===== src/rtl/panel_reg_writer_pkg.sv =====
// Shared definitions for the front-panel register-entry controller.
package panel_reg_writer_pkg;

    localparam int IDX_W      = 3;
    localparam int KEY_ENTER  = 0;
    localparam int KEY_CANCEL = 1;

    typedef enum logic [1:0] {
        ST_IDLE  = 2'd0,
        ST_ADDR  = 2'd1,
        ST_WRITE = 2'd2
    } state_t;

    function automatic logic idx_in_range(input logic [IDX_W-1:0] idx, input int num_regs);
        return 32'(idx) < 32'(num_regs);
    endfunction

endpackage


===== src/rtl/panel_reg_writer_key_debouncer.sv =====
// Synchronises and debounces one active-low push-button; emits a one-cycle
// pulse on each accepted press (debounced 1->0).
module key_debouncer #(
    parameter int DEBOUNCE_CYCLES = 4
) (
    input  logic Clock,
    input  logic Reset,
    input  logic key_raw,
    output logic key_level,
    output logic press_pulse
);

    localparam int CNT_W = (DEBOUNCE_CYCLES > 1) ? $clog2(DEBOUNCE_CYCLES) : 1;
    localparam logic [CNT_W-1:0] CNT_MAX = CNT_W'(DEBOUNCE_CYCLES - 1);

    logic [1:0]       sync;
    logic [CNT_W-1:0] cnt;

    always_ff @(posedge Clock) begin
        if (Reset) begin
            sync        <= 2'b11;
            key_level   <= 1'b1;
            cnt         <= '0;
            press_pulse <= 1'b0;
        end else begin
            sync        <= {sync[0], key_raw};
            press_pulse <= 1'b0;
            if (sync[1] == key_level) begin
                cnt <= '0;
            end else if (cnt == CNT_MAX) begin
                // Level has disagreed long enough: accept it.
                cnt         <= '0;
                key_level   <= sync[1];
                press_pulse <= ~sync[1];
            end else begin
                cnt <= cnt + 1'b1;
            end
        end
    end

endmodule


===== src/rtl/panel_reg_writer.sv =====
// Front-panel register entry: index step, data step, then a single
// valid/ready write into the processor register file with a timeout.
module panel_reg_writer
    import panel_reg_writer_pkg::*;
#(
    parameter int DEBOUNCE_CYCLES = 500000,
    parameter int NUM_REGS        = 5,
    parameter int TIMEOUT_CYCLES  = 1024
) (
    input  logic              Clock,
    input  logic              Reset,
    input  logic [15:0]       SW,
    input  logic [1:0]        KEY,
    input  logic              wr_ready,
    output logic              wr_valid,
    output logic [IDX_W-1:0]  wr_addr,
    output logic [15:0]       wr_data,
    output logic [1:0]        stage,
    output logic              err,
    output logic              done,
    output logic [7:0]        write_count
);

    localparam int TO_W = (TIMEOUT_CYCLES > 1) ? $clog2(TIMEOUT_CYCLES) : 1;
    localparam logic [TO_W-1:0] TO_MAX = TO_W'(TIMEOUT_CYCLES - 1);

    logic [1:0] key_level;
    logic [1:0] press;
    logic       unused_levels;

    for (genvar k = 0; k < 2; k++) begin : g_key
        key_debouncer #(
            .DEBOUNCE_CYCLES(DEBOUNCE_CYCLES)
        ) u_deb (
            .Clock      (Clock),
            .Reset      (Reset),
            .key_raw    (KEY[k]),
            .key_level  (key_level[k]),
            .press_pulse(press[k])
        );
    end

    assign unused_levels = ^key_level;

    logic enter_p, cancel_p;
    assign enter_p  = press[KEY_ENTER];
    assign cancel_p = press[KEY_CANCEL];

    state_t           state, state_n;
    logic             wr_valid_n;
    logic [IDX_W-1:0] wr_addr_n;
    logic [15:0]      wr_data_n;
    logic             err_n;
    logic             done_n;
    logic [7:0]       write_count_n;
    logic [TO_W-1:0]  tcnt, tcnt_n;

    always_ff @(posedge Clock) begin
        if (Reset) begin
            state       <= ST_IDLE;
            wr_valid    <= 1'b0;
            wr_addr     <= '0;
            wr_data     <= '0;
            err         <= 1'b0;
            done        <= 1'b0;
            write_count <= '0;
            tcnt        <= '0;
        end else begin
            state       <= state_n;
            wr_valid    <= wr_valid_n;
            wr_addr     <= wr_addr_n;
            wr_data     <= wr_data_n;
            err         <= err_n;
            done        <= done_n;
            write_count <= write_count_n;
            tcnt        <= tcnt_n;
        end
    end

    always_comb begin
        state_n       = state;
        wr_valid_n    = wr_valid;
        wr_addr_n     = wr_addr;
        wr_data_n     = wr_data;
        err_n         = err;
        done_n        = 1'b0;
        write_count_n = write_count;
        tcnt_n        = tcnt;

        case (state)
            ST_IDLE: begin
                if (enter_p) begin
                    if (idx_in_range(SW[IDX_W-1:0], NUM_REGS)) begin
                        wr_addr_n = SW[IDX_W-1:0];
                        err_n     = 1'b0;
                        state_n   = ST_ADDR;
                    end else begin
                        err_n = 1'b1;
                    end
                end
            end
            ST_ADDR: begin
                // Cancel outranks a simultaneous enter.
                if (cancel_p) begin
                    state_n = ST_IDLE;
                end else if (enter_p) begin
                    wr_data_n  = SW;
                    wr_valid_n = 1'b1;
                    tcnt_n     = '0;
                    state_n    = ST_WRITE;
                end
            end
            ST_WRITE: begin
                // Keys are deliberately ignored here; a transfer beats the timeout.
                if (wr_ready) begin
                    wr_valid_n    = 1'b0;
                    done_n        = 1'b1;
                    write_count_n = write_count + 8'd1;
                    state_n       = ST_IDLE;
                end else if (tcnt == TO_MAX) begin
                    wr_valid_n = 1'b0;
                    err_n      = 1'b1;
                    state_n    = ST_IDLE;
                end else begin
                    tcnt_n = tcnt + 1'b1;
                end
            end
            default: begin
                wr_valid_n = 1'b0;
                state_n    = ST_IDLE;
            end
        endcase
    end

    assign stage = state;

endmodule


===== config.mk =====
export PLATFORM = sky130hd
export DESIGN_NAME = panel_reg_writer
export DESIGN_NICKNAME = d
export VERILOG_FILES = /design/src/rtl/panel_reg_writer_pkg.sv /design/src/rtl/panel_reg_writer_key_debouncer.sv /design/src/rtl/panel_reg_writer.sv
export SDC_FILE = /design/constraint.sdc
export NUM_CORES = 1
export LEC_CHECK = 0
export ABC_AREA = 1
export BUFFER_PORTS_ARGS = -buffer_cell sky130_fd_sc_hd__buf_4
export CAP_MARGIN = 10
export CORE_MARGIN = 3
export CORE_UTILIZATION = 35
export DETAILED_ROUTE_END_ITERATION = 16
export PLACE_DENSITY = 0.52
export SETUP_SLACK_MARGIN = 0.4
export SYNTH_ARGS = -nofsm -noshare
export SYNTH_HDL_FRONTEND = slang
export SYNTH_HIERARCHICAL = 1
export SYNTH_SLANG_ARGS = --single-unit

===== constraint.sdc =====
create_clock -name Clock -period 2.9 [get_ports Clock]
set_input_delay 0.87 -clock Clock [delete_from_list [all_inputs] [get_ports Clock]]
set_output_delay 0.87 -clock Clock [all_outputs]
set_load 0.02 [all_outputs]

After elaboration in Yosys (flattened, before gate mapping)
Index checks and enable logic that the tools add are counted.

Register bits: 88. Input port bits: 21. Output and inout bits: 32.

Reductions and logical operators: 17. Multiplexer cells: 23. Add/sub/neg operators: 4. Bitwise logic cells: 9. $lt $le $gt $ge: 1. Eq/ne operators: 16.

Operators with widths (number): $mux W10 (4); $add A19 B1 Y19 const B (2); $eq A19 B19 Y1 const B (2); $pmux W10 S2 (1); $mux W2 (6); $reduce_and A4 Y1 (3); $reduce_or A3 Y1 (4); $add A10 B1 Y10 const B (1); $eq A10 B10 Y1 const B (1); $ne A2 B2 Y1 const B (5); $mux W1 (9); $not A1 Y1 (9); $add A8 B1 Y8 const B (1); $pmux W2 S3 (1); $reduce_and A2 Y1 (3); $reduce_and A3 Y1 (2); $reduce_and A5 Y1 (1); $ne A2 B1 Y1 const B (2); $reduce_bool A2 Y1 (2); $lt A3 B3 Y1 const B (1); $ne A3 B1 Y1 const B (1); $ne A3 B3 Y1 const B (1); $pmux W1 S3 (1); $eq A1 B1 Y1 (2); 5 further kinds (5).

Depth between registers and ports, before layout
Gate-level depths: netlist of run 1.

Depth after elaboration: 4. Gate-level depth with buffers: 9. Gate-level depth less buffers: 9.

Cells and area by module
Netlist of run 1, hierarchy kept.

Modules (own cells, without submodules): panel_reg_writer (seq. area each 840.8 um^2, area an instance 1903.1 um^2, cells each 265, times used 1); key_debouncer (g_key[0].u_deb) (seq. area each 460.4 um^2, area an instance 1251.2 um^2, cells each 170, times used 1); key_debouncer (g_key[1].u_deb) (seq. area each 460.4 um^2, area an instance 1247.4 um^2, cells each 169, times used 1).

Worst setup path after synthesis of run 1
Ideal clock, no wire load.

Kind: input -> register. Start: input SW[1]. End: register wr_addr[0]. Buffers on the path: 0. Stages on the path: 4. Required time: 2.775 ns. Path slack: 1.327 ns. Arrival time: 1.449 ns. Cell sequence: o21ai_0 -> nand4_1 -> o21ai_0 -> a21oi_1.

Longest elaborated chain between the ends: 2.

RTL lines: start: declaration (RTL line panel_reg_writer.sv:12) `input logic [15:0] SW,`; $lt A3 B3 Y1 (RTL line panel_reg_writer_pkg.sv:15) `return 32'(idx) < 32'(num_regs);`; $reduce_and A3 Y1 (no source line); end signal: assignment (RTL line panel_reg_writer.sv:71) `wr_addr <= wr_addr_n;`; end: declaration (RTL line panel_reg_writer.sv:16) `output logic [IDX_W-1:0] wr_addr,`.

Every way passes these cells. A chain may end at the register's enable or synchronous reset.

Worst setup path after layout of run 1
Start: register state[1] (netlist: stage[1]). End: output stage[1].

RTL lines: start: declaration (RTL line panel_reg_writer.sv:49) `state_t state, state_n;`; start signal: assignment (RTL line panel_reg_writer.sv:69) `state <= state_n;`; end: declaration (RTL line panel_reg_writer.sv:18) `output logic [1:0] stage,`.

No word-level cell between the ends.

==> flow_metrics.env, run 1 <==
export IMPL_ir_drop_uv=219.0
export IMPL_vias_per_cell=4.400
export IMPL_diodes=0
export IMPL_fin_nets=684
export IMPL_slew_headroom=0.7987
export IMPL_power_density_nw_per_um2=454.9
export IMPL_wl_met2_mm=4.036
export IMPL_synth_avg_cell_area_um2=7.288
export IMPL_cts_buffers=9
export IMPL_rrSetupSlack_ps=1310
export IMPL_first_pass_iters=4
export IMPL_power_internal_mw=1.827
export IMPL_power_switching_mw=0.5391
export IMPL_synthTopCellsByArea="dfxtp_1 (40%), nand2_1 (11%), nor2_1 (8.8%)"
export IMPL_grt_first_pass_wirelength_mm=16.05
export IMPL_p_comb_frac=0.025
export IMPL_dp_cells=816
export IMPL_grt_usage=0.1396
export IMPL_p_clk_frac=0.463
export IMPL_highest_layer="met4"
export IMPL_cp_start_kind="register"
export IMPL_core_area_um2=12160
export IMPL_die_y_um=118.1
export IMPL_path_max_fanout=5
export IMPL_grt_max_degree=25
export IMPL_post_cts_setup_buffers=0
export IMPL_worst_clock_skew_ps=8.703
export IMPL_synth_fp_nets=629
export IMPL_antenna_found_initial=0
export IMPL_worstReg2RegEnd="tcnt[5]"
export IMPL_worst_slew_pin_slew_ps=300.8
export IMPL_grt_pass1_vias=3468
export IMPL_cts_max_level=3
export IMPL_initial_core_util=0.3619
export IMPL_synth_top_cell_by_area="dfxtp_1"
export IMPL_cp_end_kind="output port"
export IMPL_worst_skew_pair_late_latency_ps=350
export IMPL_dp_hpwl_mm=6.806
export IMPL_path_buf_inv=1
export IMPL_ys_seq_elements=88
export IMPL_nFillCells=1263
export IMPL_power_leakage_nw=1.981
export IMPL_hold_slack_ps=409.5
export IMPL_critPathRequiredTime_ps=2030
export IMPL_die_x_um=118.1
export IMPL_hold_path_endpoint="g_key[1].u_deb/sync[1]"
export IMPL_grt_overflow=0
export IMPL_p_seq_frac=0.513
export IMPL_synth_top_area_share=0.4002
export IMPL_io_buffers=52
export IMPL_utilization=0.4277
export IMPL_ys_warnings_count=6
export IMPL_slowest_delay_ps=470
export IMPL_dr_wl_met3_um=488
export IMPL_fmax_mhz=530.4
export IMPL_ff2ff_path_depth=8
export IMPL_rows=40
export IMPL_clk_pin_slew_worst_paths_ps=60
export IMPL_fin_crit_sh=0.6501
export IMPL_setup_violations=0
export IMPL_cts_sinks=88
export IMPL_synth_area_um2=4402
export IMPL_cts_resized=0
export IMPL_tns_ps=0
export IMPL_area_growth_pct=18.16
export IMPL_synth_distinct_cells=32
export IMPL_route_vias_total=3661
export IMPL_sw_frac_of_total=0.2278
export IMPL_rsz0062_at_grt="false"
export IMPL_drt_iter0_markers=175
export IMPL_fin_crit_ps=1885
export IMPL_instances_no_fill=832
export IMPL_ant_nets=0
export IMPL_routedWlPerCell_um=10.89
export IMPL_min_delay_start="g_key[1].u_deb/sync[0]"
export IMPL_timing_rr_start="tcnt[0]"
export IMPL_holdBufCountCts=0
export IMPL_holdCritPathClass="reg -> reg"
export IMPL_io_pins=53
export IMPL_arrival_ps=1020
export IMPL_hold_path_cell_count=1
export IMPL_cts_tree="done"
export IMPL_crit_chain="buf_4"
export IMPL_wl_met1_mm=4.380
export IMPL_critPathTopFamily="flip-flops"
export IMPL_gp_congestion=0.8778
export IMPL_hold_viol=0
export IMPL_crit_type="reg -> out"
export IMPL_slowest_stage="dfxtp_1"
export IMPL_drive_gt1_frac=0.2018
export IMPL_syn_inst=604
export IMPL_drv_slew=0
export IMPL_cts_root_buf="clkbuf_16"
export IMPL_wirelength_mm=9.064
export IMPL_yosysSeqAreaShare=0.4002
export IMPL_drc=0
export IMPL_dieArea_um2=13960
export IMPL_clock_path_buffers=2
export IMPL_status="finished clean"
export IMPL_cap_violations=0
sequential cells by signal (all words and copies together), names as in the netlist, 2 cells and up:
register and count:
write_count 8, g_key.u_deb/press_pulse 2, g_key.u_deb/key_level 2, stage 2, wr_data 16, wr_addr 3, g_key.u_deb/sync 4, g_key.u_deb/cnt 38
tcnt 10
layout make-up:
| cell class | count | area [um2] | area share |
|---|---|---|---|
| multi-input combinational | 422 | 2215 | 0.4258 |
| sequential | 88 | 1762 | 0.3387 |
| timing repair buffer | 53 | 397.9 | 0.07650 |
| inverter | 85 | 336.6 | 0.06471 |
| clock buffer | 9 | 225.2 | 0.04330 |
| tap | 168 | 210.2 | 0.04041 |
| clock inverter | 7 | 55.05 | 0.01058 |
synthesized netlist by cell type, drive strengths merged:
cell type  count
nand2        137
nor2         135
dfxtp         88
inv           83
nand3         37
o21ai         31
a21oi         21
xor2          21
nand4         11
nor3           8
or2            7
buf            5
clkbuf         4
ha             4
nor3b          3
xnor2          3
clkinv         2
nor4           2
nand3b         1
o211a          1
metrics by stage:
stage               power (mW)  area [um2]  worst slack (ps)
finish                   2.366        5201              1015
global route             2.469        5201             955.4
CTS                      2.416        5201             996.4
detailed placement       1.301        4921             981.0
global placement         1.300        4921              1030
floorplan                1.272        4402              1327
power groups by stage:
stage	combinational, mW	clock, mW	sequential (mW)
finish	0.0581	1.09	1.21
global route	0.0651	1.19	1.21
CTS	0.0598	1.14	1.21
detailed placement	0.0595	0	1.24
global placement	0.0585	0	1.24
floorplan	0.0316	0	1.24
per-layer routing:
| layer | track usage | up-vias |
|---|---|---|
| met5 | 0 | - |
| met4 | 0.05128 | 0 |
| met3 | 0.04498 | 13 |
| met2 | 0.2144 | 67 |
| met1 | 0.1836 | 1589 |
| li1 | - | 1992 |
logic make-up after synthesis:
group / synth area share
AND/OR/NAND/NOR: 0.3826
adder cells (fa/ha/maj): 0.01137
flip-flops: 0.4002
XOR/XNOR: 0.04776
AO/OA/AOI/OAI: 0.06140
buffers and inverters: 0.09665
cells in the final DEF, fill, tap and decap left out, types with 11 or more instances in the layout:
cell     count
a21oi_1     21
nor2_4      28
dfxtp_1     88
nand2_1    131
nand4_1     11
buf_4       53
nor2_1     103
xor2_1      21
nand3_1     33
o21ai_0     30
inv_1       71
worst max-delay path by stage:
stage | from | end | slack [ps] | cells past startpoint
floorplan | SW[1] | wr_addr[0] | 1330 | 4
global placement | Reset | wr_addr[1] | 1030 | 5
detailed placement | Reset | wr_addr[0] | 980 | 5
CTS | stage[1] | stage[1] | 1000 | 1
global route | stage[1] | stage[1] | 960 | 1
finish | stage[1] | stage[1] | 1010 | 1
Note: power is estimated with default switching activity, not from simulation.
==> inputs of run 2 (changes only) <==
--- a/config.mk
+++ b/config.mk
@@ -5,13 +5,13 @@
 export SDC_FILE = /design/constraint.sdc
 export NUM_CORES = 1
 export LEC_CHECK = 0
-export ABC_AREA = 1
+export ABC_AREA = 0
 export BUFFER_PORTS_ARGS = -buffer_cell sky130_fd_sc_hd__buf_4
 export CAP_MARGIN = 10
 export CORE_MARGIN = 3
 export CORE_UTILIZATION = 35
 export DETAILED_ROUTE_END_ITERATION = 16
-export PLACE_DENSITY = 0.52
+export PLACE_DENSITY = 0.54
 export SETUP_SLACK_MARGIN = 0.4
 export SYNTH_ARGS = -nofsm -noshare
 export SYNTH_HDL_FRONTEND = slang
==> constraint.sdc (replaced) <==
create_clock -name Clock -period 1.7 [get_ports Clock]
set_input_delay 0.51 -clock Clock [delete_from_list [all_inputs] [get_ports Clock]]
set_output_delay 0.51 -clock Clock [all_outputs]
set_load 0.02 [all_outputs]
==> flow_metrics.env, run 2 <==
export IMPL_synth_top_cell_by_area="dfxtp_1"
export IMPL_ys_seq_elements=88
export IMPL_dp_cells=628
export IMPL_fin_crit_sh=1.063
export IMPL_drc=0
export IMPL_cts_tree="done"
export IMPL_drt_iter0_markers=123
export IMPL_gp_congestion=0.7756
export IMPL_worstReg2RegEnd="g_key[0].u_deb/cnt[18]"
export IMPL_die_x_um=110.9
export IMPL_dieArea_um2=12290
export IMPL_wirelength_mm=10.93
export IMPL_yosysMostFrequentCell="dfxtp_1"
export IMPL_synth_avg_cell_area_um2=9.013
export IMPL_route_vias_total=3663
export IMPL_largest_reg_flops=38
export IMPL_ys_warnings_count=6
export IMPL_power_leakage_nw=2.351
export IMPL_cts_max_level=3
export IMPL_vias_per_cell=5.145
export IMPL_hold_path_endpoint="g_key[0].u_deb/sync[0]"
export IMPL_reg_largest_list="g_key.u_deb/cnt (38), wr_data (16), tcnt (10)"
export IMPL_instances_no_fill=712
export IMPL_fin_crit_ps=1806
export IMPL_core_area_um2=10510
export IMPL_status="finished, violations left"
export IMPL_ant_nets=0
export IMPL_synth_edf_count=0
export IMPL_violations="negative setup slack"
export IMPL_grt_first_pass_wirelength_mm=17.20
export IMPL_clk_pin_slew_worst_paths_ps=80
export IMPL_cap_violations=0
export IMPL_setup_violations=28
export IMPL_grt_usage=0.1674
export IMPL_routedWlPerCell_um=15.36
export IMPL_largest_register="g_key.u_deb/cnt"
export IMPL_crit_type="reg -> reg"
export IMPL_critPathRequiredTime_ps=1930
export IMPL_io_pins=53
export IMPL_area_growth_pct=61.28
export IMPL_drv_slew=0
export IMPL_grt_pass1_vias=3638
export IMPL_cp_end_kind="register"
export IMPL_final_common_cell="buf_4"
export IMPL_worst_slew_pin_slew_ps=540.4
export IMPL_ff2ff_path_depth=5
export IMPL_syn_inst=427
export IMPL_grt_overflow=0
export IMPL_fin_nets=597
export IMPL_synth_fp_nets=452
export IMPL_timing_rr_start="g_key[0].u_deb/cnt[12]"
export IMPL_first_pass_iters=4
export IMPL_layout_common_cells="buf_4 (91), buf_6 (50), dfxtp_1 (39)"
export IMPL_min_delay_start="KEY[0]"
export IMPL_worst_skew_pair_late_latency_ps=350
export IMPL_ys_flop_type="dfxtp_1"
export IMPL_dp_hpwl_mm=6.147
export IMPL_drive_gt1_frac=0.5729
export IMPL_slew_headroom=0.6359
export IMPL_synth_area_um2=3849
export IMPL_hold_viol=0
export IMPL_synthTopCellsByCount="dfxtp_1 (88), nand2_1 (51), nor2_1 (45)"
export IMPL_synthTopCellsByArea="dfxtp_1 (46%), nand2_1 (5.0%), xor2_1 (4.8%)"
export IMPL_tns_ps=-1977
export IMPL_place_ws_ps=-88.87
export IMPL_rsz0062_at_grt="true"
export IMPL_synth_distinct_cells=54
export IMPL_die_y_um=110.9
export IMPL_cp_start_kind="register"
export IMPL_rows=37
export IMPL_initial_core_util=0.3662
export IMPL_path_max_fanout=18
export IMPL_rrSetupSlack_ps=-110
export IMPL_power_density_nw_per_um2=573.2
export IMPL_io_buffers=52
export IMPL_ir_drop_uv=461.5
export IMPL_hold_path_cell_count=2
export IMPL_grt_max_degree=25
export IMPL_arrival_ps=2040
export IMPL_clock_path_buffers=2
export IMPL_holdCritPathClass="in -> reg"
export IMPL_finalWorstSetupSlack_ps=-106.4
export IMPL_fmax_mhz=553.6
export IMPL_async_reset_ff_frac=0
export IMPL_antenna_found_initial=0
export IMPL_cts_sinks=88
export IMPL_worst_clock_skew_ps=13.27
export IMPL_cts_buffers=9
export IMPL_cts_root_buf="clkbuf_8"
export IMPL_yosysSeqAreaShare=0.4577
export IMPL_diodes=0
export IMPL_synth_top_area_share=0.4577
[run 2: cell count changes after synthesis, sizes merged, moves of 7 or more]
cell and delta:
a21oi +12, and4 +8, buf +7, inv -75
nand2 -86, nand3 -16, nand4 +7, nor2 -89
o21ai -21, o31ai +7, or4 +9, xnor2 +11
[run 2: worst max-delay path: stages (launching register included)]
cell and delay, ps:
dfxtp_1 320, or4_1 520, or4_4 460, o21ai_4 180
buf_12 160, a21oi_1 50
[run 2: metal layers]
metal,track usage,vias to the layer above,wire length [um]
met2,0.2896,63,5612
met1,0.2001,1752,4713
met5,0,-,0
met4,0.06814,0,287
li1,-,1821,-
met3,0.03766,27,319
[run 2: kinds of logic (layout without fill, tap and decap cells)]
kind of cell,after synthesis,after routing,synth area share
compound gates,70,70,0.1141
mux,3,3,0.007803
flops,88,88,0.4577
fa+ha+maj,4,4,0.01300
simple gates,201,201,0.2916
xor+xnor,35,35,0.07965
buf+inv,26,175,0.03608
[run 2: cell type report]
| type | count | area [um2] |
|---|---|---|
| Tap cell | 136 | 170.2 |
| Multi-Input combinational cell | 313 | 2497 |
| Sequential cell | 88 | 1851 |
| Timing Repair Buffer | 152 | 1481 |
| Clock inverter | 5 | 50.05 |
| Fill cell | 865 | 4302 |
| Inverter | 8 | 30.03 |
| Clock buffer | 10 | 127.6 |
[run 2: through the flow]
step	util	total power, mW	instance area, um2	hold WS, ps
after floorplan	-	2.148	4011	389.5
final	0.5907	3.558	6207	350.3
after global routing	0.5907	3.703	6207	337.2
after detailed placement	0.4477	2.205	4705	413.3
after global placement	0.4477	2.204	4705	413.7
after CTS	0.5399	3.594	5674	323.9
[run 2: report_power, final]
part	internal, mW	total, mW	switching [mW]
sequential	2.05	2.05	0.00315
combinational	0.0624	0.133	0.0704
clock	0.662	1.38	0.713
[run 2: timing repair]
item,CTS,global route
gates cloned,4,1
setup endpoints to repair,103,111
gates resized for setup,133,88
pin swaps,36,45
setup buffers,41,23
hold buffers,0,0
[run 2: worst max path at each step]
stage	from	to	slack, ps
5_1_grt	g_key[0].u_deb/cnt[12]	g_key[0].u_deb/cnt[3]	-160
3_3_place_gp	g_key[0].u_deb/cnt[12]	g_key[0].u_deb/cnt[18]	-80
4_1_cts	g_key[0].u_deb/cnt[12]	g_key[0].u_deb/key_level	-110
2_1_floorplan	g_key[0].u_deb/cnt[5]	g_key[0].u_deb/cnt[0]	-150
6_report	g_key[0].u_deb/cnt[12]	g_key[0].u_deb/cnt[18]	-110
3_5_place_dp	g_key[0].u_deb/cnt[12]	g_key[0].u_deb/cnt[18]	-90
